--- config.mk ---
export PLATFORM = sky130hd
export DESIGN_NAME = psum_drain
export DESIGN_NICKNAME = d
export VERILOG_FILES = /design/src/rtl/psum_pkg.sv /design/src/rtl/psum_lane_acc.sv /design/src/rtl/psum_drain.sv
export SDC_FILE = /design/constraint.sdc
export NUM_CORES = 1
export LEC_CHECK = 0
export CAP_MARGIN = 20
export CORE_ASPECT_RATIO = 0.75
export CORE_MARGIN = 3
export CORE_UTILIZATION = 37
export DETAILED_ROUTE_END_ITERATION = 10
export SLEW_MARGIN = 30
export SYNTH_ARGS = -nofsm -noshare
export SYNTH_HDL_FRONTEND = slang
export SYNTH_SLANG_ARGS = --single-unit
--- constraint.sdc ---
create_clock -name clk -period 3.6 [get_ports clk]
set_input_delay 0.36 -clock clk [delete_from_list [all_inputs] [get_ports clk]]
set_output_delay 0.36 -clock clk [all_outputs]
set_load 0.01 [all_outputs]
--- src/rtl/psum_pkg.sv ---
// Shared sizing constants and FSM encoding for the partial-sum drain block.
package psum_pkg;

    localparam int PSUM_COL   = 8;
    localparam int PSUM_BW_IN = 16;
    localparam int PSUM_ACC_W = 20;
    localparam int PSUM_LEN_W = 4;

    typedef enum logic [1:0] {
        IDLE = 2'd0,
        FILL = 2'd1,
        OUT  = 2'd2
    } state_e;

endpackage

--- src/rtl/psum_lane_acc.sv ---
// One psum lane: sign-extending accumulator with clear, plus saturate-then-ReLU output.
module psum_lane_acc
    import psum_pkg::*;
#(
    parameter int BW_IN = PSUM_BW_IN,
    parameter int ACC_W = PSUM_ACC_W
) (
    input  logic             clk,
    input  logic             reset,
    input  logic             clr_i,
    input  logic             add_i,
    input  logic [BW_IN-1:0] din_i,
    output logic [BW_IN-1:0] dout_o
);

    localparam logic signed [ACC_W-1:0] SAT_MAX =
        {{(ACC_W-BW_IN+1){1'b0}}, {(BW_IN-1){1'b1}}};

    logic signed [ACC_W-1:0] acc_q;
    logic signed [ACC_W-1:0] acc_d;
    logic signed [ACC_W-1:0] din_ext;

    assign din_ext = {{(ACC_W-BW_IN){din_i[BW_IN-1]}}, din_i};

    always_comb begin
        acc_d = acc_q;
        if (clr_i) begin
            acc_d = '0;
        end else if (add_i) begin
            acc_d = acc_q + din_ext;
        end
    end

    always_ff @(posedge clk) begin
        if (reset) begin
            acc_q <= '0;
        end else begin
            acc_q <= acc_d;
        end
    end

    // Negative sums collapse to zero, so the lower saturation bound never matters.
    always_comb begin
        dout_o = acc_q[BW_IN-1:0];
        if (acc_q > SAT_MAX) begin
            dout_o = SAT_MAX[BW_IN-1:0];
        end else if (acc_q[ACC_W-1]) begin
            dout_o = '0;
        end
    end

endmodule

--- src/rtl/psum_drain.sv ---
// Pops len words from a registered-read FIFO, sums them lane-wise, and presents
// the saturated/ReLU result with a valid/ready handshake (transfer when both high).
module psum_drain
    import psum_pkg::*;
#(
    parameter int COL   = PSUM_COL,
    parameter int BW_IN = PSUM_BW_IN,
    parameter int ACC_W = PSUM_ACC_W
) (
    input  logic                 clk,
    input  logic                 reset,
    input  logic                 start,
    input  logic [3:0]           len,
    input  logic                 fifo_empty,
    output logic                 fifo_rd_en,
    input  logic [BW_IN*COL-1:0] fifo_rd_data,
    output logic [BW_IN*COL-1:0] out_data,
    output logic                 out_valid,
    input  logic                 out_ready,
    output logic                 busy,
    output logic                 done,
    output state_e               dbg_state_o
);

    state_e     state_q, state_d;
    logic [3:0] len_q, len_d;
    logic [3:0] issued_q, issued_d;
    logic [3:0] recv_q, recv_d;
    logic       pend_q, pend_d;
    logic       zdone_q, zdone_d;
    logic       acc_clr;

    logic [BW_IN*COL-1:0] lanes;

    for (genvar i = 0; i < COL; i++) begin : g_lane
        psum_lane_acc #(
            .BW_IN(BW_IN),
            .ACC_W(ACC_W)
        ) u_acc (
            .clk   (clk),
            .reset (reset),
            .clr_i (acc_clr),
            .add_i (pend_q),
            .din_i (fifo_rd_data[i*BW_IN +: BW_IN]),
            .dout_o(lanes[i*BW_IN +: BW_IN])
        );
    end

    always_comb begin
        state_d    = state_q;
        len_d      = len_q;
        issued_d   = issued_q;
        recv_d     = recv_q;
        zdone_d    = 1'b0;
        acc_clr    = 1'b0;
        fifo_rd_en = 1'b0;
        out_valid  = 1'b0;
        done       = zdone_q;

        case (state_q)
            IDLE: begin
                if (start) begin
                    if (len != 4'd0) begin
                        len_d    = len;
                        issued_d = '0;
                        recv_d   = '0;
                        acc_clr  = 1'b1;
                        state_d  = FILL;
                    end else begin
                        zdone_d = 1'b1;
                    end
                end
            end
            FILL: begin
                fifo_rd_en = (issued_q < len_q) && !fifo_empty;
                if (fifo_rd_en) begin
                    issued_d = issued_q + 4'd1;
                end
                // Data for the pop issued last cycle arrives now.
                if (pend_q) begin
                    recv_d = recv_q + 4'd1;
                    if (recv_q + 4'd1 == len_q) begin
                        state_d = OUT;
                    end
                end
            end
            OUT: begin
                out_valid = 1'b1;
                if (out_ready) begin
                    done    = 1'b1;
                    state_d = IDLE;
                end
            end
            default: state_d = IDLE;
        endcase

        pend_d = fifo_rd_en;
    end

    always_ff @(posedge clk) begin
        if (reset) begin
            state_q  <= IDLE;
            len_q    <= '0;
            issued_q <= '0;
            recv_q   <= '0;
            pend_q   <= 1'b0;
            zdone_q  <= 1'b0;
        end else begin
            state_q  <= state_d;
            len_q    <= len_d;
            issued_q <= issued_d;
            recv_q   <= recv_d;
            pend_q   <= pend_d;
            zdone_q  <= zdone_d;
        end
    end

    assign busy        = (state_q != IDLE);
    assign out_data    = out_valid ? lanes : '0;
    assign dbg_state_o = state_q;

endmodule

### After elaboration in Yosys (flattened, before gate mapping)

Index checks and enable logic that the tools add are counted.

* register bits: 176
* input bits: 137
* output and inout bits: 134
* logic and storage cells: 93

* add/sub/neg operators: 10
* magnitude comparators: 9
* eq/ne operators: 9
* multiplexer cells: 37
* bitwise gates (word level): 2
* reduce and logical (&&, ||, !) cells: 12

Operator list (number)
* $mux 16: 16
* $add 20x16->20: 8
* $gt 20x16->1 const B: 8
* $mux 128: 1
* $mux 4: 4
* $pmux 4 s2: 2
* $ne 2x2->1 const B: 6
* $mux 2: 5
* $add 4x1->4 const B: 2
* $mux 1: 8
* $reduce_and 4->1: 2
* $pmux 2 s3: 1
* $reduce_and 5->1: 1
* $eq 4x4->1: 1
* $lt 4x4->1: 1
* $reduce_bool 2->1: 2
* $reduce_bool 4->1: 1
* $reduce_and 3->1: 1
* $reduce_or 3->1: 1
* $eq 2x1->1 const B: 1
* $eq 2x2->1 const B: 1
* $logic_not 2->1: 1
* $not 1->1: 2
* $reduce_or 2->1: 1
* other kinds (2): 2

### Longest topological paths before layout

* depth after elaboration: 5
* depth in mapped cells: 11
* mapped depth without buffers: 11

### Modules after synthesis

From an unflattened synthesis, not the netlist that was laid out.

* cells, all modules: 2272
* area, all modules: 17157.7 um^2

By module, submodules not included
* psum_lane_acc at g_lane[0].u_acc ...: instances 6, cells each 255, area each 1940.6 um^2, sequential area each 400.4 um^2
* psum_lane_acc at g_lane[1].u_acc: instances 1, cells each 258, area each 1960.6 um^2, sequential area each 400.4 um^2
* psum_lane_acc at g_lane[7].u_acc: instances 1, cells each 238, area each 1805.5 um^2, sequential area each 400.4 um^2
* psum_drain: instances 1, cells each 246, area each 1747.9 um^2, sequential area each 320.3 um^2

### Worst setup path after synthesis

No wires, ideal clock.

* kind: in2reg
* from: input port fifo_rd_data[96]
* to: register g_lane[6].u_acc.acc_q[16]
* library setup time: 0.063 ns
* arrival time: 2.768 ns
* data required time: 3.537 ns
* slack: 0.769 ns
* stages: 11
* buffers on the path: 0
* cells stage by stage: ha_1 > fa_1 > a21o_1 > a21oi_2 > o21bai_1 > a2111oi_2 > o31a_1 > o21bai_1 > a21o_1 > a2111oi_0 > nand3b_1

* cells in the longest elaborated chain, start to end: 1

Ends and longest elaborated chain
* start: declaration: RTL line psum_drain.sv:16 `input logic [BW_IN*COL-1:0] fifo_rd_data,`
* $add 20x16->20: RTL line psum_lane_acc.sv:30 `acc_d = acc_q + din_ext;`
* end signal: assignment: RTL line psum_lane_acc.sv:36 `acc_q <= '0;`
* end signal: assignment: RTL line psum_lane_acc.sv:38 `acc_q <= acc_d;`
* end: declaration: RTL line psum_lane_acc.sv:19 `logic signed [ACC_W-1:0] acc_q;`

No other way between the ends.
A chain may end at the register's enable or synchronous reset.

### Final worst setup path

Same ends and word-level chain as after synthesis.

==> impl_metrics.env <==
export IMPL_syn_to_final_growth_pct=25.90
export IMPL_grt_use_total_pct=19.79
export IMPL_start_util_pct=38.12
export IMPL_final_common_cell="clkdlybuf4s50_1"
export IMPL_worst_r2r_path_depth=11
export IMPL_cts_resized=0
export IMPL_outcome="complete, no violations"
export IMPL_gp_congestion=0.8725
export IMPL_postCtsSetupBuffers=0
export IMPL_setup_viol=0
export IMPL_crit_required_ps=3980
export IMPL_worstPathMaxFanout=3
export IMPL_setup_tns_ps=0
export IMPL_route_detailed_drc=0
export IMPL_critPathTopFamily="compound AO/OA/AOI/OAI gates"
export IMPL_crit_buf_inv=1
export IMPL_portBuffers=262
export IMPL_min_period_ps=3050
export IMPL_synth_warnings=0
export IMPL_synth_edff_count=0
export IMPL_syn_cell_area_mm2=0.01434
export IMPL_internal_power_mw=3.368
export IMPL_wire_per_inst_um=16.48
export IMPL_die_h_um=176.5
export IMPL_powerDensity_mw_per_mm2=259.9
export IMPL_numCtsBuffers=17
export IMPL_path_cells="clkdlybuf4s50_1 -> ha_1 -> fa_1 -> a21o_1 -> a21oi_2 -> o21bai_1 -> a2111oi_2 -> o31a_1 -> o21bai_1 -> a21o_1 -> a2111oi_0 -> nand3b_1"
export IMPL_via_per_inst=5.375
export IMPL_final_layout_size_suffix_gt1_share_pct=3.696
export IMPL_start_kind="primary input"
export IMPL_slew_headroom_pct=47.75
export IMPL_end_kind="flop"
export IMPL_p_leak_nw=7.522
export IMPL_final_cell_mix="262 x clkdlybuf4s50_1, 217 x nor2_1, 175 x dfxtp_1, 157 x ha_1, 134 x o21a_1"
export IMPL_synthCells=1761
export IMPL_coreArea_mm2=0.03763
export IMPL_drt_iter0_markers=665
export IMPL_first_global_vias=13000
export IMPL_fin_crit_sh_pct=84.71
export IMPL_clk_latency_ps=430
export IMPL_dr_pass1_iters=5
export IMPL_path_clk_slew_ps=70
export IMPL_async_reset_ff_share_pct=0
export IMPL_cts_tree="built"
export IMPL_netlist_top_cells_area="dfxtp_1 25%, ha_1 14%, o21a_1 7.0%"
export IMPL_htreeDepth=4
export IMPL_clkPwrFrac_pct=40.5
export IMPL_rsz0062_at_grt="false"
export IMPL_hold_class="flop to flop"
export IMPL_dpl_cell_area_mm2=0.01748
export IMPL_ys_types=73
export IMPL_worst_path_stages=12
export IMPL_ir_drop_mv=0.2873
export IMPL_arrival_ps=3430
export IMPL_nNetsFinal=2292
export IMPL_drv_cap=0
export IMPL_fp_row_count=61
export IMPL_finish_utilization_pct=47.99
export IMPL_power_switching_mw=1.326
export IMPL_io_pins=271
export IMPL_skew_ps=11.42
export IMPL_cts_root_buf="clkbuf_16"
export IMPL_diodes=0
export IMPL_critPathMaxStageDelay_ps=430
export IMPL_pwr_share_seq_pct=42.5
export IMPL_chipWidth_um=233.4
export IMPL_overflow=0
export IMPL_synthesis_area_per_instance_um2=8.145
export IMPL_antenna_found_initial=1
export IMPL_cts_hold_buf=0
export IMPL_combinationalPowerShare_pct=17.0
export IMPL_grt_pass1_wl_mm=66.69
export IMPL_stdcell_area_mm2=0.01806
export IMPL_hpwlAfterDp_mm=30.32
export IMPL_via_count=13470
export IMPL_die_area_mm2=0.04119
export IMPL_cts_buffer_depth=2
export IMPL_ys_ff_latch=176
export IMPL_slew_viol_final=0
export IMPL_hold_violations=0
export IMPL_switching_share_pct=28.25
export IMPL_synth_top_area_share_pct=24.56
export IMPL_crit_type="primary input to flop"
export IMPL_drtAntennaViolNets=0
export IMPL_slowest_stage="a2111oi_2"
export IMPL_wl_mm=41.30
export IMPL_ys_flop_type="dfxtp_1"
export IMPL_grt_max_degree=65
export IMPL_yosys_area_top_type="dfxtp_1"
export IMPL_worstMarginPinSlew_ps=783.7
export IMPL_clock_sinks=176
export IMPL_holdPathStages=2
export IMPL_synth_seq_area_share_pct=24.56
export IMPL_fmaxAchievable_mhz=327.9
metal layers:
metal,vias up,wire length (µm),GRT usage (%)
met5,-,9,0
met4,2,750,4.641
met3,40,2156,3.677
met2,291,17690,31.02
met1,6259,20700,28.10
li1,6877,-,-
worst reg2reg max path, cell delays in order (launching register included):
cell      delay, ps
dfxtp_1         340
ha_1            220
fa_1            420
a21oi_1         230
o211ai_1        170
a311o_1         350
o31a_1          310
a211o_1         290
a21o_1          180
a21oi_1         170
xor2_1          170
o21ai_1          70
cells by family (layout without fill, tap and decap cells):
| kind of cell | after synthesis | in the layout | synth area share (%) |
|---|---|---|---|
| DFF | 176 | 176 | 24.56 |
| adders and majority gates | 165 | 165 | 14.81 |
| AOI/OAI and AO/OA | 558 | 558 | 25.94 |
| xor gates and xnor gates | 131 | 131 | 7.999 |
| other | 1 | 8 | 0.02614 |
| and+or+nand+nor | 515 | 515 | 16.56 |
| muxes | 95 | 95 | 6.638 |
| buffers and inverters | 120 | 354 | 3.454 |
cell usage after synthesis (all sizes together), types with 19 or more instances:
master    n
nor2    218
dfxtp   176
ha      157
o21a    136
a21oi   135
nand2   101
mux2i    94
xnor2    85
o21ai    83
a21o     71
clkbuf   67
nand3    46
xor2     46
inv      33
nor3     32
a211oi   28
nor2b    20
buf      19
layout make-up:
type / count / area, µm²
Clock inverter: 12 / 137.6
Fill cell: 3670 / 19570
Clock buffer: 19 / 432.9
Tap cell: 504 / 630.6
Sequential cell: 176 / 3527
Inverter: 34 / 127.6
Timing Repair Buffer: 289 / 2841
Multi-Input combinational cell: 1472 / 10360
registers in the layout (all words and copies together), names as in the netlist:
signal	count
len_q	4
g_lane.u_acc.acc_q	160
dbg_state_o	2
recv_q	4
issued_q	4
zdone_q	1
pend_q	1
worst paths after layout:
check | slack [ps] | from | to
worst max-delay path | 550 | fifo_rd_data[96] | g_lane[6].u_acc.acc_q[16]
worst min-delay path | 460 | g_lane[6].u_acc.acc_q[17] | g_lane[6].u_acc.acc_q[17]
worst min register to register | 460 | g_lane[6].u_acc.acc_q[17] | g_lane[6].u_acc.acc_q[17]
worst max register to register | 560 | g_lane[5].u_acc.acc_q[0] | g_lane[5].u_acc.acc_q[18]
power by group through the flow:
stage                     Sequential, mW  Clock [mW]  Combinational, mW
after floorplan                     2.03           0              0.499
after global placement              2.04           0              0.784
after detailed placement            2.04           0              0.793
after CTS                           2.00        1.97              0.799
after global routing                2.00        2.05              0.884
final                               2.00        1.90              0.798
through the flow:
| stage | std cells | hold WS, ps | total power [mW] | setup WS [ps] |
|---|---|---|---|---|
| after CTS | 2506 | 467.3 | 4.766 | 547.4 |
| after detailed placement | 2475 | 457.1 | 2.834 | 118.1 |
| final | 2506 | 463.6 | 4.694 | 550.3 |
| after floorplan | 1768 | 437.5 | 2.530 | 769.1 |
| after global placement | 2475 | 456.8 | 2.824 | 194.8 |
| after global routing | 2506 | 481.6 | 4.929 | 278.0 |
(Power assumes the default switching activity.)
